File: config.mk
export PLATFORM = sky130hd
export DESIGN_NAME = gonso_result_fifo
export DESIGN_NICKNAME = d
export VERILOG_FILES = /design/src/rtl/gonso_pkg.sv /design/src/rtl/gonso_sync_fifo.sv /design/src/rtl/gonso_result_fifo.sv
export SDC_FILE = /design/constraint.sdc
export NUM_CORES = 1
export LEC_CHECK = 0
export CAP_MARGIN = 10
export CORE_MARGIN = 2
export CORE_UTILIZATION = 35
export DETAILED_ROUTE_END_ITERATION = 16
export SETUP_SLACK_MARGIN = 0.15
export SLEW_MARGIN = 20
export SYNTH_ARGS = -nofsm -noshare
export SYNTH_HDL_FRONTEND = slang
export SYNTH_HIERARCHICAL = 1
export SYNTH_SLANG_ARGS = --single-unit
File: constraint.sdc
create_clock -name clk -period 11.5 [get_ports clk]
set_input_delay 1.15 -clock clk [delete_from_list [all_inputs] [get_ports clk]]
set_output_delay 1.15 -clock clk [all_outputs]
set_load 0.005 [all_outputs]
File: src/rtl/gonso_pkg.sv
// Shared register map, field positions and defaults for the gonso result FIFO window.
package gonso_pkg;

    localparam int unsigned DATA_W_DEF    = 20;
    localparam int unsigned COLOR_W_DEF   = 8;
    localparam int unsigned DEPTH_DEF     = 16;
    localparam logic [31:0] BASE_ADDR_DEF = 32'h3003_0010;

    localparam logic [31:0] OFF_STATUS = 32'h0;
    localparam logic [31:0] OFF_DATA   = 32'h4;
    localparam logic [31:0] OFF_CTRL   = 32'h8;
    localparam logic [31:0] OFF_CMD    = 32'hC;

    localparam int unsigned ST_EMPTY_BIT = 16;
    localparam int unsigned ST_FULL_BIT  = 17;
    localparam int unsigned ST_OVF_BIT   = 18;
    localparam int unsigned ST_UNF_BIT   = 19;

    localparam int unsigned CTRL_EN_BIT    = 0;
    localparam int unsigned CTRL_DROP_BIT  = 1;
    localparam int unsigned CTRL_IRQEN_BIT = 2;
    localparam int unsigned CTRL_THR_LSB   = 8;
    localparam int unsigned CTRL_THR_W     = 6;

    localparam int unsigned CMD_FLUSH_BIT = 0;
    localparam int unsigned CMD_CLEAR_BIT = 1;

    typedef enum logic [2:0] {
        REG_NONE,
        REG_STATUS,
        REG_DATA,
        REG_CTRL,
        REG_CMD
    } reg_sel_e;

    typedef struct packed {
        logic [CTRL_THR_W-1:0] thr;
        logic                  irq_en;
        logic                  drop;
        logic                  en;
    } ctrl_t;

    // Only exact word offsets inside the window hit a register; anything else is unmapped.
    function automatic reg_sel_e decode_reg(input logic [31:0] addr, input logic [31:0] base);
        logic [31:0] off;
        reg_sel_e    sel;
        off = addr - base;
        case (off)
            OFF_STATUS: sel = REG_STATUS;
            OFF_DATA:   sel = REG_DATA;
            OFF_CTRL:   sel = REG_CTRL;
            OFF_CMD:    sel = REG_CMD;
            default:    sel = REG_NONE;
        endcase
        return sel;
    endfunction

    function automatic logic [31:0] ctrl_word(input ctrl_t c);
        logic [31:0] w;
        w                                = '0;
        w[CTRL_EN_BIT]                   = c.en;
        w[CTRL_DROP_BIT]                 = c.drop;
        w[CTRL_IRQEN_BIT]                = c.irq_en;
        w[CTRL_THR_LSB +: CTRL_THR_W]    = c.thr;
        return w;
    endfunction

endpackage

File: src/rtl/gonso_sync_fifo.sv
// Single-clock FIFO with occupancy count and synchronous flush; push/pop are
// self-guarded so the count never runs past DEPTH or below zero.
module gonso_sync_fifo #(
    parameter int unsigned WIDTH = 28,
    parameter int unsigned DEPTH = 16
) (
    input  logic                       clk_i,
    input  logic                       rst_i,
    input  logic                       push_i,
    input  logic                       pop_i,
    input  logic                       flush_i,
    input  logic [WIDTH-1:0]           wr_data_i,
    output logic [WIDTH-1:0]           rd_data_o,
    output logic [$clog2(DEPTH):0]     count_o,
    output logic [$clog2(DEPTH):0]     count_next_o,
    output logic                       empty_o,
    output logic                       full_o
);
    localparam int unsigned AW = $clog2(DEPTH);
    localparam int unsigned CW = AW + 1;

    logic [WIDTH-1:0] mem_q [DEPTH];
    logic [AW-1:0]    wr_ptr_q, wr_ptr_d;
    logic [AW-1:0]    rd_ptr_q, rd_ptr_d;
    logic [CW-1:0]    count_q, count_d;
    logic             push_eff, pop_eff;

    assign empty_o      = (count_q == '0);
    assign full_o       = (count_q == CW'(DEPTH));
    assign count_o      = count_q;
    assign count_next_o = count_d;
    assign rd_data_o    = mem_q[rd_ptr_q];

    always_comb begin
        pop_eff  = pop_i && !empty_o;
        push_eff = push_i && (!full_o || pop_eff);
        wr_ptr_d = wr_ptr_q;
        rd_ptr_d = rd_ptr_q;
        count_d  = count_q;
        if (flush_i) begin
            wr_ptr_d = '0;
            rd_ptr_d = '0;
            count_d  = '0;
        end else begin
            if (push_eff) wr_ptr_d = wr_ptr_q + AW'(1);
            if (pop_eff)  rd_ptr_d = rd_ptr_q + AW'(1);
            if (push_eff && !pop_eff)      count_d = count_q + CW'(1);
            else if (pop_eff && !push_eff) count_d = count_q - CW'(1);
        end
    end

    always_ff @(posedge clk_i) begin
        if (rst_i) begin
            wr_ptr_q <= '0;
            rd_ptr_q <= '0;
            count_q  <= '0;
        end else begin
            wr_ptr_q <= wr_ptr_d;
            rd_ptr_q <= rd_ptr_d;
            count_q  <= count_d;
        end
    end

    always_ff @(posedge clk_i) begin
        if (!rst_i && !flush_i && push_eff) begin
            mem_q[wr_ptr_q] <= wr_data_i;
        end
    end

endmodule

File: src/rtl/gonso_result_fifo.sv
// Result FIFO behind a Wishbone slave window: buffers {color, result} pairs from the
// Honzales core and raises a level interrupt when the fill level reaches a threshold.
module gonso_result_fifo
    import gonso_pkg::*;
#(
    parameter int unsigned DATA_W    = DATA_W_DEF,
    parameter int unsigned COLOR_W   = COLOR_W_DEF,
    parameter int unsigned DEPTH     = DEPTH_DEF,
    parameter logic [31:0] BASE_ADDR = BASE_ADDR_DEF
) (
    input  logic               clk,
    input  logic               rst,
    input  logic               in_valid,
    output logic               in_ready,
    input  logic [DATA_W-1:0]  in_data,
    input  logic [COLOR_W-1:0] in_color,
    input  logic               wbs_cyc_i,
    input  logic               wbs_stb_i,
    input  logic [31:0]        wishbone_address,
    input  logic               wbs_we_i,
    input  logic [31:0]        wbs_dat_i,
    input  logic [3:0]         wbs_sel_i,
    output logic [31:0]        wbs_dat_o,
    output logic               wbs_ack_o,
    output logic               irq_o
);
    localparam int unsigned ENTRY_W = DATA_W + COLOR_W;
    localparam int unsigned CNT_W   = $clog2(DEPTH) + 1;

    ctrl_t       ctrl_q, ctrl_d;
    logic        ovf_q, ovf_d;
    logic        unf_q, unf_d;
    logic        ack_q, ack_d;
    logic        irq_q, irq_d;
    logic [31:0] dat_q, dat_d;

    reg_sel_e    reg_sel;
    logic        access, rd_acc, wr_acc;
    logic        pop_req, pop, push, flush, clr_sticky;
    logic        in_fire, ovf_set, unf_set;

    logic                  fifo_empty, fifo_full;
    logic [CNT_W-1:0]      fifo_count, fifo_count_nxt;
    logic [ENTRY_W-1:0]    fifo_head;
    logic [31:0]           status_word, rd_word;
    logic [CTRL_THR_W-1:0] thr_eff;

    logic unused_bits;
    assign unused_bits = ^{wbs_dat_i[31:14], wbs_dat_i[7:3], wbs_sel_i[3:2]};

    always_comb begin
        access     = wbs_cyc_i && wbs_stb_i && !ack_q;
        rd_acc     = access && !wbs_we_i;
        wr_acc     = access && wbs_we_i;
        reg_sel    = decode_reg(wishbone_address, BASE_ADDR);
        pop_req    = rd_acc && (reg_sel == REG_DATA);
        flush      = wr_acc && (reg_sel == REG_CMD) && wbs_dat_i[CMD_FLUSH_BIT];
        clr_sticky = wr_acc && (reg_sel == REG_CMD) && wbs_dat_i[CMD_CLEAR_BIT];
    end

    assign in_ready = ctrl_q.en && (!fifo_full || ctrl_q.drop);

    // A pop in the same cycle frees a slot, so a drop-mode push at full is still stored;
    // flush discards the push outright without counting it as an overflow.
    always_comb begin
        in_fire = in_valid && in_ready;
        pop     = pop_req && !fifo_empty && !flush;
        push    = in_fire && (!fifo_full || pop) && !flush;
        ovf_set = in_fire && fifo_full && !pop && !flush;
        unf_set = pop_req && fifo_empty;
    end

    gonso_sync_fifo #(
        .WIDTH (ENTRY_W),
        .DEPTH (DEPTH)
    ) u_fifo (
        .clk_i        (clk),
        .rst_i        (rst),
        .push_i       (push),
        .pop_i        (pop),
        .flush_i      (flush),
        .wr_data_i    ({in_color, in_data}),
        .rd_data_o    (fifo_head),
        .count_o      (fifo_count),
        .count_next_o (fifo_count_nxt),
        .empty_o      (fifo_empty),
        .full_o       (fifo_full)
    );

    always_comb begin
        status_word               = 32'(fifo_count);
        status_word[ST_EMPTY_BIT] = fifo_empty;
        status_word[ST_FULL_BIT]  = fifo_full;
        status_word[ST_OVF_BIT]   = ovf_q;
        status_word[ST_UNF_BIT]   = unf_q;

        rd_word = '0;
        case (reg_sel)
            REG_STATUS: rd_word = status_word;
            REG_DATA:   rd_word = fifo_empty ? '0 : 32'(fifo_head);
            REG_CTRL:   rd_word = ctrl_word(ctrl_q);
            default:    rd_word = '0;
        endcase
    end

    always_comb begin
        ctrl_d = ctrl_q;
        if (wr_acc && (reg_sel == REG_CTRL)) begin
            if (wbs_sel_i[0]) begin
                ctrl_d.en     = wbs_dat_i[CTRL_EN_BIT];
                ctrl_d.drop   = wbs_dat_i[CTRL_DROP_BIT];
                ctrl_d.irq_en = wbs_dat_i[CTRL_IRQEN_BIT];
            end
            if (wbs_sel_i[1]) begin
                ctrl_d.thr = wbs_dat_i[CTRL_THR_LSB +: CTRL_THR_W];
            end
        end

        ovf_d = (ovf_q && !clr_sticky) || ovf_set;
        unf_d = (unf_q && !clr_sticky) || unf_set;

        ack_d = access;
        dat_d = access ? (wbs_we_i ? '0 : rd_word) : dat_q;

        // Evaluated on next-state values so irq_o tracks the count the bus will see.
        thr_eff = (ctrl_d.thr == '0) ? CTRL_THR_W'(1) : ctrl_d.thr;
        irq_d   = ctrl_d.irq_en && (fifo_count_nxt != '0)
                  && (32'(fifo_count_nxt) >= 32'(thr_eff));
    end

    always_ff @(posedge clk) begin
        if (rst) begin
            ctrl_q <= '0;
            ovf_q  <= 1'b0;
            unf_q  <= 1'b0;
            ack_q  <= 1'b0;
            irq_q  <= 1'b0;
            dat_q  <= '0;
        end else begin
            ctrl_q <= ctrl_d;
            ovf_q  <= ovf_d;
            unf_q  <= unf_d;
            ack_q  <= ack_d;
            irq_q  <= irq_d;
            dat_q  <= dat_d;
        end
    end

    assign wbs_ack_o = ack_q;
    assign wbs_dat_o = dat_q;
    assign irq_o     = irq_q;

endmodule

==> flow_metrics.env <==
export IMPL_status="finished, final reports clean"
export IMPL_grt_overflow=0
export IMPL_synth_top_cell_by_area="edfxtp_1"
export IMPL_drive_gt1_share_pct=19.7
export IMPL_antennaDiodeCount=0
export IMPL_finalHoldViolations=0
export IMPL_final_nets=1358
export IMPL_grt_pass1_wl_um=70800
export IMPL_swShare_pct=20.0
export IMPL_clock_latency_ps=610
export IMPL_cts_max_path_buffers=3
export IMPL_p_per_area_nw_per_um2=153
export IMPL_yosys_top_cells_area="edfxtp_1 (67%), mux4_2 (12%), dfxtp_1 (5.7%)"
export IMPL_setup_violations_final=0
export IMPL_tritoncts="yes"
export IMPL_dieArea_um2=59700
export IMPL_pwr_share_clk_pct=43.5
export IMPL_syn_inst=1113
export IMPL_hold_buffers=0
export IMPL_ioPinCount=137
export IMPL_clk_pin_slew_ps=60
export IMPL_row_count=88
export IMPL_h_tree_depth=2
export IMPL_clock_fmax_mhz=147
export IMPL_core_area_um2=57400
export IMPL_comb_power_share_pct=2.0
export IMPL_cp_cell_sequence="clkdlybuf4s50_1 -> or4_1 -> o41a_1 -> o31ai_1 -> o2111ai_1 -> nor4_4 -> buf_4 -> inv_1 -> a21oi_1 -> or2b_2 -> nor2_4 -> o21a_1 -> nor3_1 -> inv_1 -> ha_1 -> nand2b_1 -> a21o_1 -> a21o_1 -> a21oi_1 -> nor2b_1 -> o22ai_1 -> nor4b_2"
export IMPL_viasPerCell=5.29
export IMPL_cts_resized_gates=0
export IMPL_vias=10900
export IMPL_p_int_uw=2930
export IMPL_wl_per_cell_um=23.2
export IMPL_ff2ff_path_depth=23
export IMPL_setup_tns_ps=0
export IMPL_ys_seq_elements=506
export IMPL_gr_usage_all_layers_pct=15.9
export IMPL_start_util_pct=35.2
export IMPL_async_reset_ff_share_pct=0
export IMPL_clock_sinks=506
export IMPL_startpoint_type="primary input"
export IMPL_hpwl_um=26800
export IMPL_path_class="in2reg"
export IMPL_p_switching_uw=732
export IMPL_yosysMostFrequentCell="edfxtp_1"
export IMPL_ys_flop_type="edfxtp_1"
export IMPL_fin_skew_ps=37.4
export IMPL_path_max_fanout=15
export IMPL_drc=0
export IMPL_wirelength_um=47500
export IMPL_ir_drop_v=0.000129
export IMPL_maxSlewHeadroom_pct=33.7
export IMPL_yosysWarnings=6
export IMPL_slowest_delay_ps=670
export IMPL_ys_types=73
export IMPL_area_growth_pct=18.6
export IMPL_synth_edf_count=448
export IMPL_avgSynthCellArea_um2=18.2
export IMPL_synth_common_cells="edfxtp_1 (448), mux4_2 (112), nor2_1 (87)"
export IMPL_drv_slew=0
export IMPL_p_seq_share_pct=54.5
export IMPL_rrSetupSlack_ps=5710
export IMPL_crit_arrival_ps=7230
export IMPL_fin_crit_sh_pct=59.0
export IMPL_place_area_um2=22300
export IMPL_worstMarginPinSlew_ps=990
export IMPL_syn_area_um2=20200
export IMPL_cap_violations=0
export IMPL_place_congestion=0.865
export IMPL_rsz0062_at_grt="false"
export IMPL_ys_seq_area_share_pct=72.3
export IMPL_reg2reg_to="irq_o"
export IMPL_post_route_cell_area_um2=24000
export IMPL_drtIter0Drc=825
export IMPL_final_antenna_net_count=0
export IMPL_dr_pass1_iters=7
export IMPL_finish_utilization_pct=41.8
export IMPL_postCtsSetupBuffers=0
export IMPL_fp_dieW_um=244
export IMPL_required_ps=11940
export IMPL_cts_buffers_inserted=52
export IMPL_hold_end="unf_q"
export IMPL_grt_pass1_vias=11100
export IMPL_die_h_um=244
export IMPL_worstReg2RegStart="u_fifo/count_o[0]"
export IMPL_endpoint_kind="flip-flop"
export IMPL_antenna_found_initial=2
export IMPL_yosysTopAreaCellShare_pct=66.6
export IMPL_hold_class="reg2reg"
export IMPL_root_buffer="clkbuf_16"
export IMPL_hold_start="unf_q"
export IMPL_cpMaxStageDelayCell="or4_1"
export IMPL_worstHoldPathCells=2
export IMPL_period_minus_slack_ps=6790
export IMPL_leakagePower_uw=0.00738
export IMPL_place_port_buffers=107
export IMPL_grt_start_max_net_pins=58
==> worst max-delay path: cells and delay by family <==
| kind | cells | cell delay (ps) |
|---|---|---|
| adders and majority gates | 1 | 280 |
| and+or+nand+nor | 8 | 1890 |
| AOI/OAI and AO/OA | 9 | 2960 |
| buffers and inverters | 4 | 940 |
==> layout by cell type (no fill, tap or decap), types with 3 or more instances in the layout <==
cell	synthesis	routed
and2_1	4	4
nor3_1	11	11
nor2b_1	16	14
nand2b_1	4	4
clkbuf_16	0	53
nor2_4	1	18
or4_1	5	5
nor4_1	9	9
a21o_1	3	3
mux2i_1	16	16
clkdlybuf4s50_1	0	106
buf_4	5	28
o21ai_0	11	11
clkinv_1	0	7
xor2_1	5	5
clkinv_2	0	10
o211ai_1	4	4
nor2_1	87	70
edfxtp_1	448	448
a211oi_1	4	4
a32o_1	6	6
a22oi_1	85	85
mux4_2	112	112
clkbuf_1	29	15
nand4_1	4	4
nand2_1	41	41
clkbuf_8	0	5
ha_1	12	12
or3_1	9	9
dfxtp_1	58	56
a21oi_1	15	15
conb_1	1	4
nand3_1	15	15
inv_1	14	14
==> logic make-up after synthesis <==
kind of cell | Yosys count | synth area share, %
DFF | 506 | 72.3
and+or+nand+nor | 228 | 5.78
AOI/OAI and AO/OA | 151 | 5.59
muxes | 131 | 13.5
buffers and inverters | 76 | 1.70
adders and majority gates | 13 | 0.793
xor gates and xnor gates | 7 | 0.303
other | 1 | 0.0186
==> area by class of cell <==
class                           instances  area, um^2
Multi-Input combinational cell        534        5410
Sequential cell                       506       14600
Tap cell                              765         957
Fill cell                            5046       33400
Timing Repair Buffer                  135        1280
Clock inverter                         23         190
Inverter                               15        61.3
Clock buffer                           73        1450
==> power by group through the flow <==
stage | Combinational [uW] | Clock (uW) | Sequential, uW
after floorplan | 17.0 | 0 | 2040
after global placement | 70.0 | 0 | 2040
after detailed placement | 72.6 | 0 | 2040
after CTS | 73.1 | 1640 | 2000
after global routing | 78.9 | 1700 | 2000
final | 72.2 | 1590 | 2000
==> how the worst max path moves through the flow <==
stage                              from  cells past startpoint                 end  slack (ps)
floorplan           wishbone_address[8]                     13  u_fifo/mem_q[4][0]        5350
global placement    wishbone_address[8]                     22               irq_o        4160
detailed placement  wishbone_address[8]                     22               irq_o        4150
CTS                 wishbone_address[8]                     22               irq_o        4750
global route        wishbone_address[8]                     22               irq_o        4370
finish              wishbone_address[8]                     22               irq_o        4710
==> through the flow <==
stage | cells | power (uW) | setup WS (ps) | hold slack [ps]
after floorplan | 1116 | 2050 | 5350 | 450
after CTS | 2051 | 3710 | 4750 | 479
after global routing | 2051 | 3780 | 4370 | 497
final | 2051 | 3660 | 4710 | 477
after global placement | 1955 | 2110 | 4160 | 474
after detailed placement | 1955 | 2110 | 4150 | 470
==> registers in the layout, indices dropped and copies added, names as in the netlist, 4 cells and up, named ones only <==
register / count
u_fifo/mem_q: 448
u_fifo/rd_ptr_q: 4
wbs_dat_o: 28
u_fifo/count_o: 5
ctrl_q: 9
u_fifo/wr_ptr_q: 4
==> layer usage <==
layer,track usage [%],routed length (um),up-vias
li1,-,-,4801
met1,22.1,21100,5655
met4,4.32,860,2
met3,2.50,3050,62
met2,26.0,22500,331
met5,0,12,-
Note: power is estimated with default switching activity, not from simulation.
